`src/rtl/spi_xfer_ctrl.sv`:
```
`default_nettype none
// ============================================================================
// Module      : spi_xfer_ctrl
// Description : Transfer sequencer for the SPI shift_reg datapath. It handles
//               chip select, SCLK gating, shift enable and RX capture for
//               multi-word frames.
// Revision    : 1.0 - initial release
// ============================================================================
module spi_xfer_ctrl #(
    parameter int unsigned W        = 8,
    parameter int unsigned CS_SETUP = 2,
    parameter int unsigned CS_HOLD  = 2
) (
    input  logic         clk,
    input  logic         reset,
    input  logic [W-1:0] tx_data,
    input  logic         tx_last,
    input  logic         tx_valid,
    output logic         tx_ready,
    output logic [W-1:0] w_buf_out,
    output logic         transfer_en,
    input  logic [W-1:0] r_buf_in,
    output logic         sclk_en,
    output logic         cs_n,
    output logic [W-1:0] rx_data,
    output logic         rx_valid,
    input  logic         rx_ready,
    output logic         overrun,
    output logic         busy
);

    localparam int unsigned c_cnt_max = (CS_SETUP > CS_HOLD) ? CS_SETUP : CS_HOLD;
    localparam int unsigned c_cnt_w   = $clog2(c_cnt_max + 1);
    localparam int unsigned c_bit_w   = $clog2(W + 1);

    typedef enum logic [2:0] {
        S_IDLE    = 3'd0,
        S_SETUP   = 3'd1,
        S_SHIFT   = 3'd2,
        S_CAPTURE = 3'd3,
        S_NEXT    = 3'd4,
        S_HOLD    = 3'd5
    } state_t;

    state_t               state_q,    state_d;
    logic [c_cnt_w-1:0]   cnt_q,      cnt_d;
    logic [c_bit_w-1:0]   bit_cnt_q,  bit_cnt_d;
    logic [W-1:0]         buf_q,      buf_d;
    logic                 last_q,     last_d;
    logic [W-1:0]         rx_data_q,  rx_data_d;
    logic                 rx_valid_q, rx_valid_d;
    logic                 overrun_q,  overrun_d;

    always_ff @(posedge clk) begin
        if (reset) begin
            state_q    <= S_IDLE;
            cnt_q      <= '0;
            bit_cnt_q  <= '0;
            buf_q      <= '0;
            last_q     <= 1'b0;
            rx_data_q  <= '0;
            rx_valid_q <= 1'b0;
            overrun_q  <= 1'b0;
        end else begin
            state_q    <= state_d;
            cnt_q      <= cnt_d;
            bit_cnt_q  <= bit_cnt_d;
            buf_q      <= buf_d;
            last_q     <= last_d;
            rx_data_q  <= rx_data_d;
            rx_valid_q <= rx_valid_d;
            overrun_q  <= overrun_d;
        end
    end

    always_comb begin
        state_d    = state_q;
        cnt_d      = cnt_q;
        bit_cnt_d  = bit_cnt_q;
        buf_d      = buf_q;
        last_d     = last_q;
        rx_data_d  = rx_data_q;
        rx_valid_d = rx_valid_q;
        overrun_d  = overrun_q;

        // Consumer handshake; a capture in the same cycle re-sets rx_valid below.
        if (rx_valid_q && rx_ready) begin
            rx_valid_d = 1'b0;
        end

        case (state_q)
            S_IDLE: begin
                if (tx_valid) begin
                    buf_d   = tx_data;
                    last_d  = tx_last;
                    cnt_d   = c_cnt_w'(CS_SETUP);
                    state_d = S_SETUP;
                end
            end
            S_SETUP: begin
                cnt_d = cnt_q - c_cnt_w'(1);
                if (cnt_q == c_cnt_w'(1)) begin
                    bit_cnt_d = c_bit_w'(W);
                    state_d   = S_SHIFT;
                end
            end
            S_SHIFT: begin
                bit_cnt_d = bit_cnt_q - c_bit_w'(1);
                if (bit_cnt_q == c_bit_w'(1)) begin
                    state_d = S_CAPTURE;
                end
            end
            S_CAPTURE: begin
                rx_data_d  = r_buf_in;
                rx_valid_d = 1'b1;
                if (rx_valid_q && !rx_ready) begin
                    overrun_d = 1'b1;
                end
                if (last_q) begin
                    cnt_d   = c_cnt_w'(CS_HOLD);
                    state_d = S_HOLD;
                end else begin
                    state_d = S_NEXT;
                end
            end
            S_NEXT: begin
                // Next word of the frame only needs one load cycle; cs_n is already low.
                if (tx_valid) begin
                    buf_d   = tx_data;
                    last_d  = tx_last;
                    cnt_d   = c_cnt_w'(1);
                    state_d = S_SETUP;
                end
            end
            S_HOLD: begin
                cnt_d = cnt_q - c_cnt_w'(1);
                if (cnt_q == c_cnt_w'(1)) begin
                    state_d = S_IDLE;
                end
            end
            default: begin
                state_d = S_IDLE;
            end
        endcase
    end

    assign tx_ready    = (state_q == S_IDLE) || (state_q == S_NEXT);
    assign cs_n        = (state_q == S_IDLE);
    assign busy        = (state_q != S_IDLE);
    assign transfer_en = (state_q == S_SHIFT);
    assign sclk_en     = (state_q == S_SHIFT);
    assign w_buf_out   = buf_q;
    assign rx_data     = rx_data_q;
    assign rx_valid    = rx_valid_q;
    assign overrun     = overrun_q;

endmodule
`default_nettype wire
```
`config.mk`:
```
export PLATFORM = sky130hd
export DESIGN_NAME = spi_xfer_ctrl
export DESIGN_NICKNAME = d
export VERILOG_FILES = /design/src/rtl/spi_xfer_ctrl.sv
export SDC_FILE = /design/constraint.sdc
export NUM_CORES = 1
export LEC_CHECK = 0
export ABC_AREA = 1
export CAP_MARGIN = 15
export CORE_UTILIZATION = 46
export DETAILED_ROUTE_END_ITERATION = 6
export PLACE_DENSITY = 0.83
export SYNTH_ARGS = -nofsm -noshare
export SYNTH_HDL_FRONTEND = slang
export SYNTH_SLANG_ARGS = --single-unit
```
`constraint.sdc`:
```
create_clock -name clk -period 1.8 [get_ports clk]
set_input_delay 0.36 -clock clk [delete_from_list [all_inputs] [get_ports clk]]
set_output_delay 0.36 -clock clk [all_outputs]
set_load 0.01 [all_outputs]
```
==> run metrics, run 1 <==
Synth cell types=19; worst min-delay path startpoint=overrun; crit path max fanout=7; PD cells=813 nW/µm²; xor and xnor area share after synthesis=0.749%; clock sinks=28; number of global-route vias before repair=1173; global placement routability congestion=0.816; post-route clock period utilization=96.5%; worst vdd ir=0.767 mV; FF-to-FF path depth=5; Pwr Total=1.36 mW; post-detail-place hpwl=2.07 mm; RR Endpoint=rx_data[0]; initial antenna violation count=0; Worst slew margin=76.6%; CTS tree=built; clock-pin slew on the worst setup and hold paths=0.15 ns; Tightest Pin Transition=0.349 ns; Hold Fails Final Rpt=0; GRT Total Usage=23.8%; Ys Warns=0; antenna cells=0; drt via density=5.15; Overflow after GRT=0; DRT antenna net count=0; Hold WS=0.494 ns; Fmax=576 MHz; sequential-to-total area share from yosys stat=47.9%; hold_buf cts=0; ratio of cells with drive above 1 in the final layout=8.61%; clock root buffer=clkbuf_4; Synth-to-Final Area Change=43.2%; worst-case clock buffer depth=2; FF+latch count, synth=28; CP Class=reg -> out; Hold Crit Depth=2; mux contribution to synthesized area=0%; number of remaining DRC errors=0; Mean Syn Cell Area=7.18 µm²; final setup fails=0; largest family of logic cells by synthesized area=simple AND/OR/NAND/NOR gates; total of max-cap violations=0; die width=52.4 µm; core area=2300 µm²; cts bufs inserted=3; Worst-Skew Late Latency=0.33 ns; start of the worst register-to-register path=state_q[0]; Simple-Gate Fraction of Synth Area=27.7%; Routed WL=2.83 mm; WP data arrival=1.38 ns; first-pass GRT wire length=4.84 mm; Vias=1221; largest net degree at the start of global routing=25; Starting Density=50.9%; layout net count=234; Syn Std Cell Area=1170 µm²; hold crit path type=reg -> reg; die area=2750 µm²; Detailed Routing Iterations Pass 1=4; cells after synthesis=163; Port Buf Inserts=43; clk_skew=0.00356 ns; Die Height=52.4 µm; CP Launch Type=flip-flop; DR WL/cell=11.9 µm; Compound-Gate Fraction of Synth Area=13.4%; # rows=17; Worst EP required=1.44 ns; Filler cells=179; hold endpoint=overrun; min cycle time layout=1.74 ns; Syn Nets=187; Starting DRT DRC Count=19; I/O Pins=44; post-CTS setup buffer count=0; leakage power=0.749 nW; H-tree levels=1; status=complete, no violations; r2r setup slk=0.55 ns; CP endpoint kind=output port; Final Max Tran Viols=0; adder-cell share of the synthesized area=3.21%
-- cell usage after synthesis, drive strengths merged --
| cell | n | area, µm² |
|---|---|---|
| nor2 | 49 | 189 |
| dfxtp | 28 | 561 |
| nand2 | 26 | 100 |
| o21ai | 21 | 105 |
| inv | 16 | 60.1 |
| a21oi | 6 | 30.0 |
| nand3 | 5 | 25.0 |
| ha | 3 | 37.5 |
| buf | 2 | 15.0 |
| clkbuf | 2 | 7.51 |
| a31oi | 1 | 6.26 |
| nor3 | 1 | 10.0 |
| o21a | 1 | 7.51 |
| o21bai | 1 | 7.51 |
| xor2 | 1 | 8.76 |
-- worst max-delay path by stage --
stage	from	to	depth (start not counted)	slack, ns
after floorplan	state_q[1]	busy	4	0.44
after global placement	state_q[1]	transfer_en	3	0.21
after detailed placement	state_q[1]	sclk_en	3	0.14
after CTS	state_q[2]	sclk_en	4	0.06
after global routing	state_q[1]	busy	5	-0.007
final	state_q[1]	busy	5	0.06
-- routing by layer --
layer	wire length [µm]	track usage, %	up-vias	part of all wire (%)
met1	1240	26.1	568	44
met5	0	0	-	0
li1	-	-	601	-
met4	55	9.65	0	1.9
met2	1380	43.2	44	49
met3	160	5.51	8	5.7
-- cell usage in the layout, fill, tap and decap left out, drive strengths merged --
cell type	netlist	final
clkdlybuf4s50	0	38
o21ai	21	21
xor2	1	1
nor2	49	49
a31oi	1	1
dfxtp	28	28
buf	2	3
o21bai	1	1
clkbuf	2	4
nand2	26	26
nand3	5	5
dlygate4sd2	0	5
a21oi	6	6
nor3	1	1
ha	3	3
inv	16	16
o21a	1	1
-- cell families (layout without fill, tap and decap cells) --
logic type	Yosys count	after routing
flops	28	28
buf+inv	20	66
fa+ha+maj	3	3
simple gates	81	81
compound gates	30	30
xor+xnor	1	1
-- final cells by class --
type / count / area, µm² / area share, %
Clock buffer: 4 / 36.3 / 2.17
Inverter: 16 / 60.1 / 3.58
Multi-Input combinational cell: 115 / 532 / 31.7
Sequential cell: 28 / 566 / 33.8
Tap cell: 28 / 35.0 / 2.09
Timing Repair Buffer: 46 / 447 / 26.7
-- worst max-delay path, stage by stage (launching register included) --
cell	delay, ns
dfxtp_4	0.40
nor2_2	0.14
inv_1	0.07
nor2_1	0.12
inv_1	0.05
dlygate4sd2_1	0.27
-- where the power goes --
part	total [mW]	leakage, nW	switching (mW)	internal (mW)
clock	0.309	0.0210	0.185	0.124
sequential	0.708	0.230	0.0402	0.668
combinational	0.344	0.498	0.178	0.166
total	1.36	0.749	0.403	0.958
-- stage by stage --
stage          instances  util [%]  cell area, µm²   TNS, ns  setup WS [ns]
6_report             237      72.9            1680         0         0.0634
5_1_grt              237      72.9            1680  -0.00731       -0.00731
4_1_cts              237      72.7            1670         0         0.0562
3_5_place_dp         233      71.2            1640         0          0.144
3_3_place_gp         233      71.2            1640         0          0.213
2_1_floorplan        163         -            1170         0          0.439
-- state kept, by name (all words and copies together) (netlist names) --
register   count
last_q         1
w_buf_out      8
cnt_q          2
overrun        1
rx_valid       1
state_q        3
bit_cnt_q      4
rx_data        8
-- timing repair --
item / 4_1_cts / 5_1_grt
setup endpoints to repair: 5 / 2
gates resized for setup: 8 / 1
pin swaps: 0 / 0
Power figures use the tool's default switching activity.
==> run 2, diff against run 1 <==
--- a/config.mk
+++ b/config.mk
@@ -9,7 +9,7 @@
 export CAP_MARGIN = 15
 export CORE_UTILIZATION = 46
 export DETAILED_ROUTE_END_ITERATION = 6
-export PLACE_DENSITY = 0.83
+export PLACE_DENSITY = 0.84
 export SYNTH_ARGS = -nofsm -noshare
 export SYNTH_HDL_FRONTEND = slang
 export SYNTH_SLANG_ARGS = --single-unit
==> run 2 against run 1 <==
Against the previous run:
- clock skew is 0.0035 ns higher
- fmax is 2.9% higher
- critical path depth stayed put
- sequential share of layout area hardly changed
- critical path type unchanged
==> run metrics, run 2 (same netlist as run 1, synthesis figures left out) <==
die width=52.4 µm; number of global-route vias before repair=1179; CP Class=reg -> out; DR WL/cell=11.8 µm; RSZ-0062 raised after global routing=false; post-route clock period utilization=93.8%; CP Launch Type=flip-flop; clock-pin slew on the worst setup and hold paths=0.15 ns; worst-case clock buffer depth=2; Post-Route Utilization=73.1%; most frequent cells in the layout=nor2_1 (46), clkdlybuf4s50_1 (38), nand2_1 (25), dfxtp_1 (25), o21ai_0 (13); Vias=1179; H-tree levels=1; clock sinks=28; largest net degree at the start of global routing=25; WP data arrival=1.33 ns; final setup fails=0; Switching Power=0.398 mW; Setup WS post-layout=0.112 ns; leakage power=0.750 nW; Filler cells=198; Placement Setup Slack=0.150 ns; crit-path cells=nor2_2 -> inv_1 -> nor2_2 -> inv_1 -> dlygate4sd2_1; Overflow after GRT=0; CP endpoint kind=output port; Worst-Skew Late Latency=0.32 ns; setup TNS=0 ns; commonest non-fill, non-tap cell in the layout=nor2_1; global placement routability congestion=0.903; # rows=17; Fmax=592 MHz; Detailed Routing Iterations Pass 1=4; clock power share=22.4%; status=complete, no violations; min cycle time layout=1.69 ns; drt via density=4.97; Worst EP required=1.44 ns; Hold Fails Final Rpt=0; GRT Total Usage=23.8%; Worst slew margin=78.7%; Starting DRT DRC Count=16; Final Max Tran Viols=0; DRT antenna net count=0; ratio of cells with drive above 1 in the final layout=9.57%; Tightest Pin Transition=0.318 ns; hold crit path type=reg -> reg; CTS tree=built; combinational share of power=25.4%; Port Buf Inserts=43; crit path max-delay cell type=dfxtp_4; first-pass GRT wire length=4.94 mm; post-detail-place hpwl=2.10 mm; Max stage delay on crit path=0.40 ns; Pwr Total=1.36 mW; Starting Density=50.9%; die area=2750 µm²; layout net count=234; Pint=0.960 mW; Routed WL=2.80 mm; number of remaining DRC errors=0; total of max-cap violations=0; crit path max fanout=7; I/O Pins=44; cts bufs inserted=3; Die Height=52.4 µm; Synth-to-Final Area Change=43.5%; initial antenna violation count=0; switching share of power=29.3%; core area=2300 µm²; PD cells=809 nW/µm²; antenna cells=0; clock root buffer=clkbuf_4; worst vdd ir=0.540 mV; post-route cell area=1680 µm²; placed inst area=1640 µm²; power share of the sequential group=52.2%; clk_skew=0.00703 ns
## run 2: changes by cell type in the layout (fill, tap and decap cells not counted)
cell / change
dfxtp_1: -1
dfxtp_2: +1
nor2_1: -1
nor2_2: +1
## run 2: layer usage
layer / wire length, µm / GRT usage [%] / vias to the layer above
met4: 14 / 7.02 / 0
met1: 1220 / 27.9 / 541
met3: 136 / 4.35 / 2
met5: 0 / 0 / -
met2: 1430 / 43.2 / 30
li1: - / - / 606
## run 2: repair_timing
item | CTS | global route
setup buffers | 0 | 0
hold buffers | 0 | 0
gates resized for setup | 8 | 3
hold endpoints to repair | 0 | 0
cloned | 0 | 0
endpoints found under the setup margin | 5 | 3
pin swaps | 0 | 0
## run 2: area by class of cell
| type | count | area (µm²) | share of cell area [%] |
|---|---|---|---|
| Sequential cell | 28 | 567 | 33.8 |
| Inverter | 16 | 60.1 | 3.58 |
| Clock buffer | 4 | 36.3 | 2.16 |
| Tap cell | 28 | 35.0 | 2.09 |
| Multi-Input combinational cell | 115 | 534 | 31.8 |
| Timing Repair Buffer | 46 | 447 | 26.6 |
## run 2: critical path: cells and delay by family (launching register included)
family	cells	cell delay [ns]
buffers and inverters	3	0.39
DFF	1	0.40
and+or+nand+nor	2	0.22
## run 2: final timing paths
| kind | depth (start not counted) | to | slack (ns) | startpoint |
|---|---|---|---|---|
| setup / recovery | 5 | busy | 0.11 | state_q[1] |
| hold / removal | 2 | w_buf_out[7] | 0.50 | w_buf_out[7] |
| setup reg to reg | 5 | rx_data[1] | 0.60 | state_q[0] |
| hold reg to reg | 2 | w_buf_out[7] | 0.50 | w_buf_out[7] |
## run 2: power by group through the flow
stage          Combinational, mW  Sequential (mW)  Clock [mW]
6_report                   0.344            0.709       0.305
3_3_place_gp               0.341            0.715           0
4_1_cts                    0.342            0.706       0.313
2_1_floorplan              0.170            0.724           0
3_5_place_dp               0.353            0.720           0
5_1_grt                    0.387            0.717       0.340
## run 2: metrics by stage
step	cells	hold WS (ns)
final	237	0.496
after CTS	237	0.497
after floorplan	163	0.429
after global routing	237	0.514
after detailed placement	233	0.470
after global placement	233	0.450
